**src/rtl/pacman_pkg.sv**
```systemverilog
// Shared Pacman definitions: direction encoding and the press priority encoder.
// The movement FSM decodes cmd_dir with the same dir_t encoding.
package pacman_pkg;

  typedef enum logic [1:0] {
    DIR_UP    = 2'd0,
    DIR_DOWN  = 2'd1,
    DIR_LEFT  = 2'd2,
    DIR_RIGHT = 2'd3
  } dir_t;

  // Fixed priority up > down > left > right. The result is only meaningful
  // when at least one press is high.
  function automatic dir_t prio_dir(input logic up, input logic down,
                                    input logic left, input logic right);
    dir_t d;
    d = DIR_UP;
    if (up)         d = DIR_UP;
    else if (down)  d = DIR_DOWN;
    else if (left)  d = DIR_LEFT;
    else if (right) d = DIR_RIGHT;
    return d;
  endfunction

endpackage

```
**src/rtl/dir_cmd_queue_if.sv**
```systemverilog
// Direction command handshake between the queue and the movement FSM.
//   valid : head entry available (producer -> consumer)
//   dir   : head direction       (producer -> consumer)
//   ready : consumer takes head  (consumer -> producer)
interface dir_cmd_if;
  import pacman_pkg::*;

  logic valid;
  dir_t dir;
  logic ready;

  modport master (output valid, output dir, input ready);
  modport slave  (input valid, input dir, output ready);
endinterface

```
**src/rtl/dir_cmd_queue_prio_enc.sv**
```systemverilog
// dir_prio_enc: folds four single-cycle press pulses into one push strobe and
// a direction. Lower-priority simultaneous presses are simply discarded.
//   press_*  : debounced press pulses
//   push     : any press high this cycle
//   dir      : winning direction
module dir_prio_enc
  import pacman_pkg::*;
(
  input  logic press_up,
  input  logic press_down,
  input  logic press_left,
  input  logic press_right,
  output logic push,
  output dir_t dir
);

  assign push = press_up | press_down | press_left | press_right;
  assign dir  = prio_dir(press_up, press_down, press_left, press_right);

endmodule

```
**src/rtl/dir_cmd_queue.sv**
```systemverilog
// dir_cmd_queue: circular FIFO of direction commands fed by button presses and
// drained by the movement FSM over a valid/ready handshake.
//   clk, rst_n   : clock, async active-low reset
//   press_*      : one-cycle press pulses (one push per cycle after priority)
//   cmd          : master side of dir_cmd_if (valid/dir out, ready in)
//   count        : entries held, 0..DEPTH
//   ovf, ovf_clr : sticky drop-on-full flag and its clear (set wins)
// Build option: define DIR_QUEUE_DEDUP_EN to drop a push whose direction
// matches the newest stored entry while the queue is non-empty.
module dir_cmd_queue
  import pacman_pkg::*;
#(
  parameter int DEPTH = 4,
  parameter int CW    = $clog2(DEPTH) + 1
) (
  input  logic          clk,
  input  logic          rst_n,
  input  logic          press_up,
  input  logic          press_down,
  input  logic          press_left,
  input  logic          press_right,
  dir_cmd_if.master     cmd,
  output logic [CW-1:0] count,
  output logic          ovf,
  input  logic          ovf_clr
);

  localparam int AW = $clog2(DEPTH);

  logic          push;
  dir_t          push_dir;
  dir_t          mem [DEPTH];
  logic [AW-1:0] wr_ptr, rd_ptr;
  logic [CW-1:0] cnt, cnt_nxt;
  logic          valid_q, ovf_q;
  logic          pop, full, dup, push_ok, drop_full;

  dir_prio_enc u_enc (
    .press_up    (press_up),
    .press_down  (press_down),
    .press_left  (press_left),
    .press_right (press_right),
    .push        (push),
    .dir         (push_dir)
  );

  assign pop  = valid_q && cmd.ready;
  assign full = (cnt == CW'(DEPTH));

`ifdef DIR_QUEUE_DEDUP_EN
  // Newest entry sits just behind wr_ptr; it still counts even if it is the
  // head being popped this cycle.
  assign dup = (cnt != '0) && (push_dir == mem[wr_ptr - AW'(1)]);
`else
  assign dup = 1'b0;
`endif

  // A pop in the same cycle frees the slot the push needs.
  assign push_ok   = push && !dup && (!full || pop);
  assign drop_full = push && !dup && full && !pop;

  always_comb begin
    cnt_nxt = cnt;
    if (push_ok && !pop)      cnt_nxt = cnt + CW'(1);
    else if (!push_ok && pop) cnt_nxt = cnt - CW'(1);
  end

  always_ff @(posedge clk or negedge rst_n) begin
    if (!rst_n) begin
      wr_ptr  <= '0;
      rd_ptr  <= '0;
      cnt     <= '0;
      valid_q <= 1'b0;
      ovf_q   <= 1'b0;
      // Cleared so cmd_dir reads 00 out of reset.
      for (int i = 0; i < DEPTH; i++) mem[i] <= DIR_UP;
    end else begin
      if (push_ok) begin
        mem[wr_ptr] <= push_dir;
        wr_ptr      <= wr_ptr + AW'(1);
      end
      if (pop) rd_ptr <= rd_ptr + AW'(1);
      cnt     <= cnt_nxt;
      valid_q <= (cnt_nxt != '0);
      if (drop_full)    ovf_q <= 1'b1;
      else if (ovf_clr) ovf_q <= 1'b0;
    end
  end

  assign cmd.valid = valid_q;
  assign cmd.dir   = mem[rd_ptr];
  assign count     = cnt;
  assign ovf       = ovf_q;

endmodule
```
**src/flat_wrapper.sv**
```systemverilog
// flat-port wrapper written by rule: the top's interface ports become plain ports
module dir_cmd_queue_flat import pacman_pkg::*;
#(
  parameter int DEPTH = 4,
  parameter int CW    = $clog2(DEPTH) + 1
)
  (clk, rst_n, press_up, press_down, press_left, press_right, count, ovf, ovf_clr, cmd_valid, cmd_dir, cmd_ready);
  dir_cmd_if cmd_i ();
  input  logic clk;
  input  logic rst_n;
  input  logic press_up;
  input  logic press_down;
  input  logic press_left;
  input  logic press_right;
  output logic [CW-1:0] count;
  output logic ovf;
  input  logic ovf_clr;
  output wire logic [$bits(cmd_i.valid)-1:0] cmd_valid;
  output wire logic [$bits(cmd_i.dir)-1:0] cmd_dir;
  input wire logic [$bits(cmd_i.ready)-1:0] cmd_ready;
  assign cmd_valid = cmd_i.valid;
  assign cmd_dir = cmd_i.dir;
  assign cmd_i.ready = cmd_ready;
  dir_cmd_queue #(.DEPTH(DEPTH), .CW(CW)) u_core (.clk(clk), .rst_n(rst_n), .press_up(press_up), .press_down(press_down), .press_left(press_left), .press_right(press_right), .cmd(cmd_i), .count(count), .ovf(ovf), .ovf_clr(ovf_clr));
endmodule
```
**config.mk**
```make
export PLATFORM = sky130hd
export DESIGN_NAME = dir_cmd_queue_flat
export DESIGN_NICKNAME = d
export VERILOG_FILES = /design/src/rtl/pacman_pkg.sv /design/src/rtl/dir_cmd_queue_if.sv /design/src/rtl/dir_cmd_queue_prio_enc.sv /design/src/rtl/dir_cmd_queue.sv /design/src/flat_wrapper.sv
export SDC_FILE = /design/constraint.sdc
export NUM_CORES = 1
export LEC_CHECK = 0
export ABC_AREA = 1
export BUFFER_PORTS_ARGS = -buffer_cell sky130_fd_sc_hd__buf_2
export CORE_MARGIN = 3
export CORE_UTILIZATION = 35
export CTS_CLUSTER_SIZE = 12
export DETAILED_ROUTE_END_ITERATION = 12
export GPL_TIMING_DRIVEN = 0
export MAX_ROUTING_LAYER = met4
export PLACE_DENSITY = 0.65
export RECOVER_POWER = 100
export SYNTH_ARGS = -nofsm -noshare
export SYNTH_HDL_FRONTEND = slang
export SYNTH_SLANG_ARGS = --single-unit
```
**constraint.sdc**
```tcl
create_clock -name clk -period 2.85 [get_ports clk]
set_clock_uncertainty 0.1 [all_clocks]
set_input_delay 0.57 -clock clk [delete_from_list [all_inputs] [get_ports clk]]
set_output_delay 0.57 -clock clk [all_outputs]
set_load 0.05 [all_outputs]
```
Word-level counts from Yosys, hierarchy flattened
Index checks and enable logic that the tools add are counted.
{ "totals": {"ff_bits": 17, "latchBits": 0, "ramBits": 0, "rom_bits": 0, "input_bits": 8, "output_inout_bits": 7, "wordCells": 49, "memories": 0} }
{ "classes": {"n_addsub": 4, "n_mul": 0, "n_div": 0, "magnitude_cmp": 3, "n_eq_ne": 1, "shifts": 0, "n_mux": 14, "bitwise": 5, "reduce_logical": 13} }
{ "ops": {"columns": ["op", "n"], "rows": [
  ["2-bit 2-to-1 mux", 7],
  ["8-bit bitwise mux", 1],
  ["1-bit logical AND", 7],
  ["3-bit >= comparator, second input constant", 2],
  ["3-bit 2-to-1 mux", 2],
  ["2-bit inverter with 3-bit output", 2],
  ["2-bit by 1-bit adder with 2-bit output, second input constant", 2],
  ["2-bit binary-select mux with 2-bit select", 1],
  ["2-bit demux with 2-bit select", 1],
  ["3-bit by 1-bit adder with 3-bit output, second input constant", 1],
  ["3-bit equality test, second input constant", 1],
  ["1-bit logical NOT", 3],
  ["3-bit by 1-bit < comparator with 1-bit output, second input constant", 1],
  ["1-bit OR", 3],
  ["3-bit nonzero test", 1],
  ["3-bit by 1-bit subtractor with 3-bit output, second input constant", 1],
  ["1-bit 2-to-1 mux", 2],
  ["2-bit nonzero test", 1],
  ["1-bit logical OR", 1]
]} }

Depth between registers and ports, before layout
Gate-level depths: netlist (run 1).
{ "logic_depth": {"ltp_word": 9, "ltp_mapped": 10, "depth_no_buf": 10} }

Cells and area by module
From an unflattened synthesis (run 1), not the netlist that was laid out.
{ "hier_totals": {"hier_cells": 124, "area_unflattened_um2": 1006.0} }
{ "by_module_without_submodules": {"columns": ["mod", "n_inst", "cells_per_inst", "area_per_inst_um2"], "rows": [
  ["dir_cmd_queue", 1, 116, 969.7],
  ["dir_prio_enc", 1, 8, 36.3]
]} }

Worst setup path after synthesis (run 1)
Ideal clock, no wire load.
{ "synth_path": {"path_kind": "reg2out", "startpoint": "register u_core.rd_ptr[0]", "endpoint": "output cmd_dir[1]", "t_arrival_ps": 1355, "t_required_ps": 2180, "setup_slack_ps": 825, "path_stages_with_launch": 4, "path_buffers": 0, "path_cell_list": "dfrtp_1 > inv_1 > o21ai_0 > o22ai_1"} }
{ "synth_via": {"elab_chain_cells": 4} }
{ "synth_lines": {"columns": ["element", "line", "rtl"], "rows": [
  ["start, declared", "dir_cmd_queue.sv:33", "logic [AW-1:0] wr_ptr, rd_ptr;"],
  ["start signal, assigned", "dir_cmd_queue.sv:82", "if (pop) rd_ptr <= rd_ptr + AW'(1);"],
  ["2-bit inverter with 3-bit output (not written as such)", "dir_cmd_queue.sv:91", "assign cmd.dir = mem[rd_ptr];"],
  ["2-bit binary-select mux with 2-bit select", "dir_cmd_queue.sv:91", null],
  ["2-bit 2-to-1 mux (not written as such) (2 in a row)", "dir_cmd_queue.sv:91", null],
  ["end, declared", "flat_wrapper.sv:19", "output wire logic [$bits(cmd_i.dir)-1:0] cmd_dir;"]
]} }
Every way passes these cells. The select of a mux whose other input is x is not followed.

Worst setup path in the final report (run 1)
Ends and elaborated chain as after synthesis.

==> results by group, run 1 <==
Global routing
  • Largest net degree at the start of global routing: 18
  • Gr usage total: 12.77%
  • Vias in the first global route: 800
  • Grt total ovfl: 0
  • First-pass GRT wire length: 3325 um
  • Antenna violations before repair: 0

Floorplanning
  • Core area: 2545 um^2
  • Die X-Extent: 58.57 um
  • Row count: 18
  • Die Area: 3430 um^2
  • Die height: 58.57 um
  • Boundary pin count: 15
  • Initial Util: 38.00%

Logic synthesis
  • Leading area contributor after synthesis: dfrtp_1
  • Synth top area cells: dfrtp_1 (44%), ha_1 (9.1%), nand2_1 (8.5%), o21ai_0 (6.2%), inv_1 (6.2%)
  • Main flop type after synthesis: dfrtp_1
  • Syn Inst Count: 115
  • Synth cell count leaders: nand2_1 (22), dfrtp_1 (17), inv_1 (16), o21ai_0 (12), nor2_1 (11)
  • Average cell area after synthesis: 8.410 um^2
  • Syn Std Cell Area: 967.2 um^2
  • Mapped Nets: 130
  • Number of synthesized register bits: 17
  • Warnings from Yosys: 0
  • Count leader, synth: nand2_1
  • Post-synthesis sequential area ratio: 43.98%
  • Yosys cell types: 19
  • Synth top area share: 43.98%
  • Post-synth EDFFs: 0
  • Async SR Flop Fraction: 100.0%

Routing
  • Vias: 781
  • DR vias/cell: 4.791
  • DR pass1 iterations: 4
  • Initial drt markers: 14
  • Wire per inst: 11.21 um
  • Routed Antenna Nets: 0
  • # DRC: 0
  • Wirelength, routed: 1827 um

STA
  • Min Hold Slack: 0.2719 ns
  • Fmax achieved: 440.2 MHz
  • Pins Over Slew Limit: 0
  • Min cycle time layout: 2.272 ns
  • Final period utilization: 79.71%
  • RSZ-0062 raised after global routing: no
  • Final Hold Viols: 0
  • Setup TNS: 0 ns
  • Rel. slew slack: 40.23%
  • Final setup viols: 0
  • Tightest Pin Transition: 0.8965 ns

Cells and area
  • Ratio of cells with drive above 1 in the final layout: 12.78%
  • Antenna Cells: 0
  • Nets: 149
  • FF/Latch Area: 425.4 um^2
  • Area Overhead vs Synth: 9.961%
  • Multi-input gate area: 444.2 um^2
  • Filler cells: 281

CTS
  • Htree depth: 1
  • Setup Fix Bufs, Post-CTS: 0
  • CTS Buf Count: 3
  • Clk_lat worst skew: 0.29 ns
  • CTS sink cnt: 17
  • CTS tree: yes
  • Clock Tree Root: clkbuf_4
  • # resized after CTS: 0
  • # hold bufs at CTS: 0
  • Clk buf depth: 2
  • Clk pin slew, worst setup/hold paths: 0.11 ns

Worst setup path
  • Worst EP arrival: 1.60 ns
  • CP Cell Sequence: inv_1 -> nor2_1 -> o22ai_1 -> clkbuf_1
  • Top Family by Delay on Critical Path: buffers and inverters
  • Startpoint types: flop
  • Worst Setup End Kind: output pin
  • Critical Path RT: 2.18 ns
  • CP max stage delay: 0.49 ns
  • Crit-path slowest cell: clkbuf_1
  • Bufs and invs on worst path: 2
  • Setup Crit Path Kind: flop to output pin
  • Crit Path Max Fanout: 6

Power
  • Maximum VDD drop: 529.4 uV
  • PD cells: 1195 nW/um^2
  • Pleak: 0.5518 nW

Min path
  • Hold WC Path Type: input port to async pin

Place
  • Post-DP HPWL: 1490 um
  • Placer Congestion: 0.8007
  • Port Buffers: 14

Outcome
  • Run status: completed

Run
  • Max-cap viol count: 0
[flip-flops by register name (all words and copies together) (netlist names)]
signal,count
u_core.cmd.valid,1
u_core.count,3
u_core.mem,8
u_core.ovf,1
u_core.rd_ptr,2
u_core.wr_ptr,2
[area by class of cell]
cell class | instances | share of cell area (%)
repair buffers | 14 | 5.647
clock buffers | 4 | 2.471
multi-input cells | 80 | 41.76
well taps | 30 | 3.529
flip-flops and latches | 17 | 40.00
inverters | 18 | 6.588
[worst reg2reg max path, stage by stage (launching register included)]
cell,delay [ns]
dfrtp_1,0.43
inv_1,0.11
ha_1,0.21
nand2_1,0.08
inv_1,0.06
nand2_1,0.05
nand2_1,0.16
inv_1,0.14
nand2_1,0.11
o31ai_1,0.20
[layer usage]
| layer | global-route usage, % | routed length [um] | vias to the layer above | part of all wire (%) |
|---|---|---|---|---|
| met5 | - | 0 | - | 0 |
| met4 | 3.974 | 0 | 0 | 0 |
| met3 | 2.632 | 56 | 0 | 3.1 |
| met2 | 21.53 | 895 | 12 | 49 |
| met1 | 15.23 | 874 | 370 | 48 |
| li1 | - | - | 399 | - |
[kinds of logic (layout without fill, tap and decap cells)]
| kind of cell | after synthesis | after routing | share of synthesized area, % |
|---|---|---|---|
| adder cells (fa/ha/maj) | 7 | 7 | 9.055 |
| buffers and inverters | 18 | 36 | 7.245 |
| AND/OR/NAND/NOR | 52 | 52 | 26.78 |
| AO/OA/AOI/OAI | 19 | 19 | 11.13 |
| flip-flops | 17 | 17 | 43.98 |
| XOR/XNOR | 2 | 2 | 1.811 |
[through the flow]
step / power (mW) / cell area, um^2 / std cells / setup slack, ns / util (%)
floorplan: 1.028 / 967.2 / 115 / 0.8255 / -
global placement: 1.165 / 1075 / 159 / 1.137 / 42.23
detailed placement: 1.199 / 1075 / 159 / 1.108 / 42.23
CTS: 1.332 / 1101 / 163 / 0.7732 / 43.26
global route: 1.401 / 1064 / 163 / 0.4435 / 41.79
finish: 1.271 / 1064 / 163 / 0.5784 / 41.79
[power by group]
part | internal, mW | switching, mW
Combinational | 0.199 | 0.500
Clock | 0.0543 | 0.0762
Sequential | 0.355 | 0.0863
Total | 0.608 | 0.663
[cells in the final DEF (no fill, tap or decap)]
cell | Yosys | routed
ha_1 | 7 | 7
inv_4 | 1 | 1
xor2_1 | 2 | 2
nor2_1 | 11 | 11
nand3_1 | 4 | 5
o22ai_1 | 2 | 2
o21ai_0 | 12 | 12
a21oi_1 | 1 | 1
o21a_1 | 3 | 3
buf_2 | 0 | 6
nand2_4 | 2 | 1
nand2_2 | 6 | 3
clkbuf_4 | 0 | 3
nand4_1 | 3 | 3
dfrtp_1 | 17 | 17
nor2_2 | 3 | 3
nand2_1 | 22 | 26
clkbuf_1 | 0 | 9
inv_1 | 16 | 17
o31ai_1 | 1 | 1
[worst paths after layout]
check | cells past startpoint | from | end | slack (ns)
max | 4 | u_core.rd_ptr[0]$_DFFE_PN0N_ | cmd_dir[1] | 0.58
min | 1 | rst_n | u_core.rd_ptr[0]$_DFFE_PN0N_ | 0.27
max reg2reg | 9 | u_core.count[0]$_DFF_PN0_ | u_core.mem[6]$_DFFE_PN0P_ | 1.11
min reg2reg | 1 | u_core.mem[5]$_DFFE_PN0P_ | u_core.mem[5]$_DFFE_PN0P_ | 0.39
max in group asynchronous | 1 | rst_n | u_core.mem[5]$_DFFE_PN0P_ | 1.82
min in group clk | 2 | ovf_clr | u_core.ovf$_DFFE_PN0P_ | 0.35
No activity file was read; power rests on OpenSTA's default activity.
==> run 2, diff against run 1 <==
==> constraint.sdc (replaced) <==
create_clock -name clk -period 2.17 [get_ports clk]
set_clock_uncertainty 0.1 [all_clocks]
set_input_delay 0.434 -clock clk [delete_from_list [all_inputs] [get_ports clk]]
set_output_delay 0.434 -clock clk [all_outputs]
set_load 0.05 [all_outputs]
==> run 2 against run 1 <==
Net effect: total power rose by 32%; setup slack worse by 0.36 ns; global-route usage up 0.095 points; die area is the same; sequential power is 32% higher; cell area is 1.2% higher; first-iteration DRC count decreased by 21%; non-clock buffer count increased by 1; hold slack got worse by 0.059 ns; cell count grew 0.61%; sequential cell count stayed put; register-to-register slack worse by 0.69 ns; largest power group unchanged.
==> results by group, run 2 (same netlist as run 1, synthesis figures left out) <==
Outcome
  • Run status: completed

CTS
  • CTS tree: yes
  • CTS Buf Count: 3 (unchanged)
  • CTS sink cnt: 17 (unchanged)
  • # hold bufs at CTS: 1 (+1)
  • Setup Fix Bufs, Post-CTS: 0 (unchanged)
  • Clk buf depth: 2 (unchanged)
  • Clk pin slew, worst setup/hold paths: 0.11 ns (about the same)
  • Clock Tree Root: clkbuf_4
  • # resized after CTS: 0 (unchanged)
  • Htree depth: 1 (unchanged)
  • Clk_lat worst skew: 0.29 ns (about the same)

Worst setup path
  • Bufs and invs on worst path: 2 (unchanged)
  • CP Cell Sequence: inv_1 -> nor2_1 -> o22ai_1 -> clkbuf_2
  • WP depth: 4 (unchanged)
  • Worst EP arrival: 1.41 ns (-0.19 ns)
  • Worst setup path start: u_core.rd_ptr[0]$_DFFE_PN0N_
  • Startpoint types: flop
  • R2R Path End: u_core.mem[6]$_DFFE_PN0P_
  • Top Family by Delay on Critical Path: flip-flops
  • Worst r2r src: u_core.count[0]$_DFF_PN0_
  • Setup Crit Path Kind: flop to output pin
  • CP max stage delay: 0.45 ns (-0.04 ns)
  • Worst Setup End Kind: output pin
  • Crit-path slowest cell: dfrtp_1
  • Worst setup path end: cmd_dir[1]
  • Critical Path RT: 1.64 ns (-0.54 ns)
  • R2R Setup Slk: 0.42 ns (-0.69 ns)
  • Worst Reg-to-Reg Cells: 9 (unchanged)
  • Crit Path Max Fanout: 6 (unchanged)

Cells and area
  • Design area: 1076 um^2 (+1.2%)
  • Most frequent cells in the layout: nand2_1 (26), inv_1 (17), dfrtp_1 (17)
  • Ratio of cells with drive above 1 in the final layout: 14.18% (+1.4 points)
  • Commonest non-fill, non-tap cell in the layout: nand2_1
  • Area Overhead vs Synth: 11.25%
  • Number of flip-flops in the largest register: 8 (unchanged)
  • Nets: 150 (+0.67%)
  • Final Util: 42.28% (+0.49 points)
  • Most flop-heavy register: u_core.mem
  • Final Instance Count excl. Fillers: 164 (+0.61%)
  • Antenna Cells: 0 (unchanged)

Min path
  • Hold WC Path Type: input port to flop

Power
  • Sequential power share: 34.5% (-0.2 points)
  • Pleak: 0.5621 nW (+1.9%)
  • NetSw: 0.8717 mW (+31%)
  • Tot Pwr: 1.681 mW (+32%)
  • P_int: 0.8091 mW (+33%)
  • Maximum VDD drop: 720.5 uV (+36%)
  • Switching part of the total power: 51.86% (-0.29 points)
  • Clock power frac: 10.2% (about the same)
  • Combinational fraction of design power: 55.3% (+0.3 points)
  • PD cells: 1562 nW/um^2 (+31%)

Global routing
  • Vias in the first global route: 808 (+1.0%)
  • Largest net degree at the start of global routing: 18 (unchanged)
  • Gr usage total: 12.87% (+0.095 points)
  • Grt total ovfl: 0 (unchanged)
  • First-pass GRT wire length: 3346 um (+0.63%)
  • Antenna violations before repair: 0 (unchanged)

Floorplanning
  • Initial Util: 38.00% (unchanged)
  • Row count: 18 (unchanged)
  • Die height: 58.57 um (unchanged)
  • Die Area: 3430 um^2 (unchanged)
  • Boundary pin count: 15 (unchanged)
  • Core area: 2545 um^2 (unchanged)
  • Die X-Extent: 58.57 um (unchanged)

STA
  • Rel. slew slack: 40.68% (+0.44 points)
  • Pins Over Slew Limit: 0 (unchanged)
  • Final period utilization: 89.80%
  • Fmax achieved: 513.2 MHz
  • Setup TNS: 0 ns (unchanged)
  • Tightest Pin Transition: 0.8899 ns (-0.006653 ns)
  • Min Hold Slack: 0.2133 ns (-0.05857 ns)
  • Final Hold Viols: 0 (unchanged)
  • RSZ-0062 raised after global routing: no
  • Final setup viols: 0 (unchanged)
  • Min cycle time layout: 1.949 ns
  • Final setup margin: 0.2213 ns (-0.3571 ns)

Routing
  • DR vias/cell: 4.793 (about the same)
  • Vias: 786 (+0.64%)
  • Wirelength, routed: 1837 um (+0.55%)
  • Initial drt markers: 11 (-3)
  • Routed Antenna Nets: 0 (unchanged)
  • # DRC: 0 (unchanged)
  • Wire per inst: 11.20 um (about the same)
  • DR pass1 iterations: 4 (unchanged)

Run
  • Max-cap viol count: 0 (unchanged)

Place
  • Inst Count DP: 159 (unchanged)
  • Port Buffers: 14 (unchanged)
  • Post-DP HPWL: 1490 um (unchanged)
  • Placer Congestion: 0.8007 (unchanged)
  • Dpl cell area: 1075 um^2 (unchanged)
  • Place WS: 0.5367 ns (-0.5711 ns)
-- run 2: cell count changes in the layout (fill, tap and decap cells not counted) --
cell,change
clkbuf_2,+2
clkbuf_1,-2
dlygate4sd3_1,+1
-- run 2: cell type report --
class | instances | area, um^2
Fill cell | 279 | 1469
Multi-Input combinational cell | 80 | 444.2
Sequential cell | 17 | 425.4
Timing Repair Buffer | 15 | 72.57
Inverter | 18 | 70.07
Tap cell | 30 | 37.54
Clock buffer | 4 | 26.28
-- run 2: power by group through the flow --
stage               Combinational [mW]  Sequential (mW)  Clock [mW]
finish                           0.929            0.580       0.171
global route                      1.06            0.601       0.191
CTS                              0.991            0.581       0.178
detailed placement               0.986            0.589           0
global placement                 0.951            0.579           0
floorplan                        0.658            0.692           0
-- run 2: worst min-delay path by stage --
stage	from	end	slack, ns	cells past startpoint
detailed placement	rst_n	u_core.wr_ptr[0]$_DFFE_PN0P_	0.28	1
finish	ovf_clr	u_core.ovf$_DFFE_PN0P_	0.21	2
global placement	rst_n	u_core.wr_ptr[1]$_DFFE_PN0P_	0.27	1
floorplan	rst_n	u_core.cmd.valid$_DFF_PN0_	0.04	0
global route	ovf_clr	u_core.ovf$_DFFE_PN0P_	0.23	2
CTS	ovf_clr	u_core.ovf$_DFFE_PN0P_	0.21	2
-- run 2: metal layers --
| layer | vias to the layer above | global-route usage (%) | wire (um) |
|---|---|---|---|
| met5 | - | - | 0 |
| met4 | 0 | 3.974 | 0 |
| met3 | 0 | 2.632 | 47 |
| met2 | 10 | 21.37 | 906 |
| met1 | 374 | 15.64 | 883 |
| li1 | 402 | - | - |
==> run 3, diff against run 2 <==
--- a/config.mk
+++ b/config.mk
@@ -11,7 +11,6 @@
 export CORE_UTILIZATION = 35
 export CTS_CLUSTER_SIZE = 12
 export DETAILED_ROUTE_END_ITERATION = 12
-export GPL_TIMING_DRIVEN = 0
 export MAX_ROUTING_LAYER = met4
 export PLACE_DENSITY = 0.65
 export RECOVER_POWER = 100
==> constraint.sdc (replaced) <==
create_clock -name clk -period 2.17 [get_ports clk]
set_clock_uncertainty 0.1 [all_clocks]
set_input_delay 0 -clock clk [delete_from_list [all_inputs] [get_ports clk]]
set_output_delay 0 -clock clk [all_outputs]
set_load 0.05 [all_outputs]
==> run 3 against run 2 <==
Net effect: the flow now finishes with violations (hold timing); cell count up 2.4%; fmax down 2.8%; via count up 2.2%; combinational power up 5.7%; critical path depth up 7; non-clock buffer count up 4; routed wire length up 1.1%; global-route usage down 1.0 points; critical path type is now flop to flop; largest cell class unchanged.
==> results by group, run 3 (same netlist as run 1, synthesis figures left out) <==
STA
  • Tightest Pin Transition: 0.8969 ns (+0.007035 ns)
  • Fmax achieved: 498.8 MHz (-2.8%)
  • RSZ-0062 raised after global routing: no
  • Final setup viols: 0 (unchanged)
  • Min Hold Slack: -0.03896 ns (-0.2523 ns)
  • Rel. slew slack: 40.21% (-0.47 points)
  • Final Hold Viols: 2 (+2)
  • Setup TNS: 0 ns (unchanged)
  • Pins Over Slew Limit: 0 (unchanged)
  • Min cycle time layout: 2.005 ns (+0.05625 ns)
  • Final period utilization: 92.40% (+2.6 points)

Cells and area
  • Design area: 1129 um^2 (+4.9%)
  • Final Util: 44.35% (+2.1 points)
  • Nets: 154 (+2.7%)
  • Number of flip-flops in the largest register: 8 (unchanged)
  • Most flop-heavy register: u_core.mem
  • Antenna Cells: 0 (unchanged)
  • Final Instance Count excl. Fillers: 168 (+2.4%)
  • Commonest non-fill, non-tap cell in the layout: nand2_1
  • Ratio of cells with drive above 1 in the final layout: 17.39% (+3.2 points)
  • Filler cells: 260 (-6.8%)
  • Most frequent cells in the layout: nand2_1 (23), dfrtp_1 (17), inv_1 (15)
  • Area Overhead vs Synth: 16.69%

CTS
  • Clk buf depth: 2 (unchanged)
  • Htree depth: 1 (unchanged)
  • Clk pin slew, worst setup/hold paths: 0.10 ns (about the same)
  • CTS Buf Count: 3 (unchanged)
  • Clock Tree Root: clkbuf_4
  • CTS tree: yes
  • Clk_lat worst skew: 0.29 ns (about the same)
  • CTS sink cnt: 17 (unchanged)

Global routing
  • Largest net degree at the start of global routing: 18 (unchanged)
  • Vias in the first global route: 738 (-8.7%)
  • Grt total ovfl: 0 (unchanged)
  • Antenna violations before repair: 0 (unchanged)
  • First-pass GRT wire length: 3063 um (-8.5%)
  • Gr usage total: 11.85% (-1.0 points)

Routing
  • DR vias/cell: 4.780 (-0.27%)
  • Wire per inst: 11.06 um (-1.3%)
  • Routed Antenna Nets: 0 (unchanged)
  • # DRC: 0 (unchanged)
  • Wirelength, routed: 1858 um (+1.1%)
  • DR pass1 iterations: 4 (unchanged)
  • Initial drt markers: 12 (+1)
  • Vias: 803 (+2.2%)

Place
  • Placer Congestion: 0.8909 (+11%)
  • Inst Count DP: 159 (unchanged)
  • Port Buffers: 14 (unchanged)
  • Dpl cell area: 1075 um^2 (unchanged)
  • Post-DP HPWL: 1450 um (-2.7%)

Power
  • Maximum VDD drop: 711.0 uV (-1.3%)
  • Tot Pwr: 1.735 mW (+3.2%)
  • Pleak: 0.5770 nW (+2.6%)
  • PD cells: 1537 nW/um^2 (-1.6%)

Worst setup path
  • Worst Setup End Kind: flop
  • R2R Setup Slk: 0.17 ns (-0.25 ns)
  • Setup Crit Path Kind: flop to flop
  • Worst setup path end: u_core.mem[6]$_DFFE_PN0P_
  • Worst EP arrival: 2.08 ns (+0.67 ns)
  • Crit Path Max Fanout: 8 (+2)
  • Worst setup path start: u_core.count[0]$_DFF_PN0_
  • Critical Path RT: 2.25 ns (+0.61 ns)
  • R2R Path End: u_core.mem[6]$_DFFE_PN0P_
  • Worst r2r src: u_core.count[0]$_DFF_PN0_
  • Worst Reg-to-Reg Cells: 11 (+2)
  • Startpoint types: flop

Outcome
  • Run status: finished with violations
  • Failing checks: hold timing

Floorplanning
  • Die height: 58.57 um (unchanged)
  • Core area: 2545 um^2 (unchanged)
  • Die Area: 3430 um^2 (unchanged)
  • Row count: 18 (unchanged)
  • Die X-Extent: 58.57 um (unchanged)
  • Initial Util: 38.00% (unchanged)
  • Boundary pin count: 15 (unchanged)

Run
  • Max-cap viol count: 0 (unchanged)

Min path
  • Hold WC Path Type: input port to flop
## run 3: changes by cell type in the layout (fill, tap and decap cells not counted), sizes merged
cell / before / now
buf: 6 / 7
dlygate4sd3: 1 / 4
## run 3: stage by stage
stage,hold slack [ns],setup slack [ns]
floorplan,-0.3956,0.3045
CTS,0.0004941,0.09174
global route,-0.005691,0.03753
finish,-0.03896,0.1650
detailed placement,-0.1567,0.5864
global placement,-0.1593,0.6428
## run 3: cell type report
class,count,area (um^2),area share (%)
multi-input cells,80,461.7,40.91
flip-flops and latches,17,425.4,37.69
repair buffers,19,107.6,9.534
inverters,18,70.07,6.208
well taps,30,37.54,3.326
clock buffers,4,26.28,2.328
## run 3: per-layer routing
layer	GRT usage [%]	share of wire [%]
met3	2.193	4.1
met1	14.76	47
met5	-	0
met4	3.974	0.65
met2	19.30	48
## run 3: worst min path at each step
| stage | from | end | slack (ns) | cells past startpoint |
|---|---|---|---|---|
| after floorplan | rst_n | u_core.cmd.valid$_DFF_PN0_ | -0.40 | 0 |
| after global placement | rst_n | u_core.wr_ptr[1]$_DFFE_PN0P_ | -0.16 | 1 |
| after detailed placement | rst_n | u_core.mem[6]$_DFFE_PN0P_ | -0.16 | 1 |
| after CTS | cmd_ready | u_core.ovf$_DFFE_PN0P_ | 0.0005 | 4 |
| after global routing | cmd_ready | u_core.ovf$_DFFE_PN0P_ | -0.006 | 4 |
| final | cmd_ready | u_core.ovf$_DFFE_PN0P_ | -0.04 | 4 |
## run 3: worst max-delay path, stage by stage, from the launching register on
cell           delay [ns]
dfrtp_1              0.40
inv_2                0.07
ha_1                 0.20
nand2_2              0.06
inv_1                0.05
nand2_1              0.09
nand2_4              0.09
inv_2                0.08
nand2_2              0.07
nand2_1              0.08
o31ai_2              0.06
dlygate4sd3_1        0.55
## run 3: repair_timing
action	4_1_cts	5_1_grt
endpoints found under the hold margin	22	0
endpoints found under the setup margin	0	1
gates resized for setup	0	2
hold buffers	4	0
buffers inserted	0	1
## run 3: power breakdown
part           total [mW]  switching [mW]  internal [mW]
combinational       0.982           0.679          0.302
sequential          0.583           0.116          0.466
clock               0.170          0.0991         0.0714
total                1.73           0.895          0.840
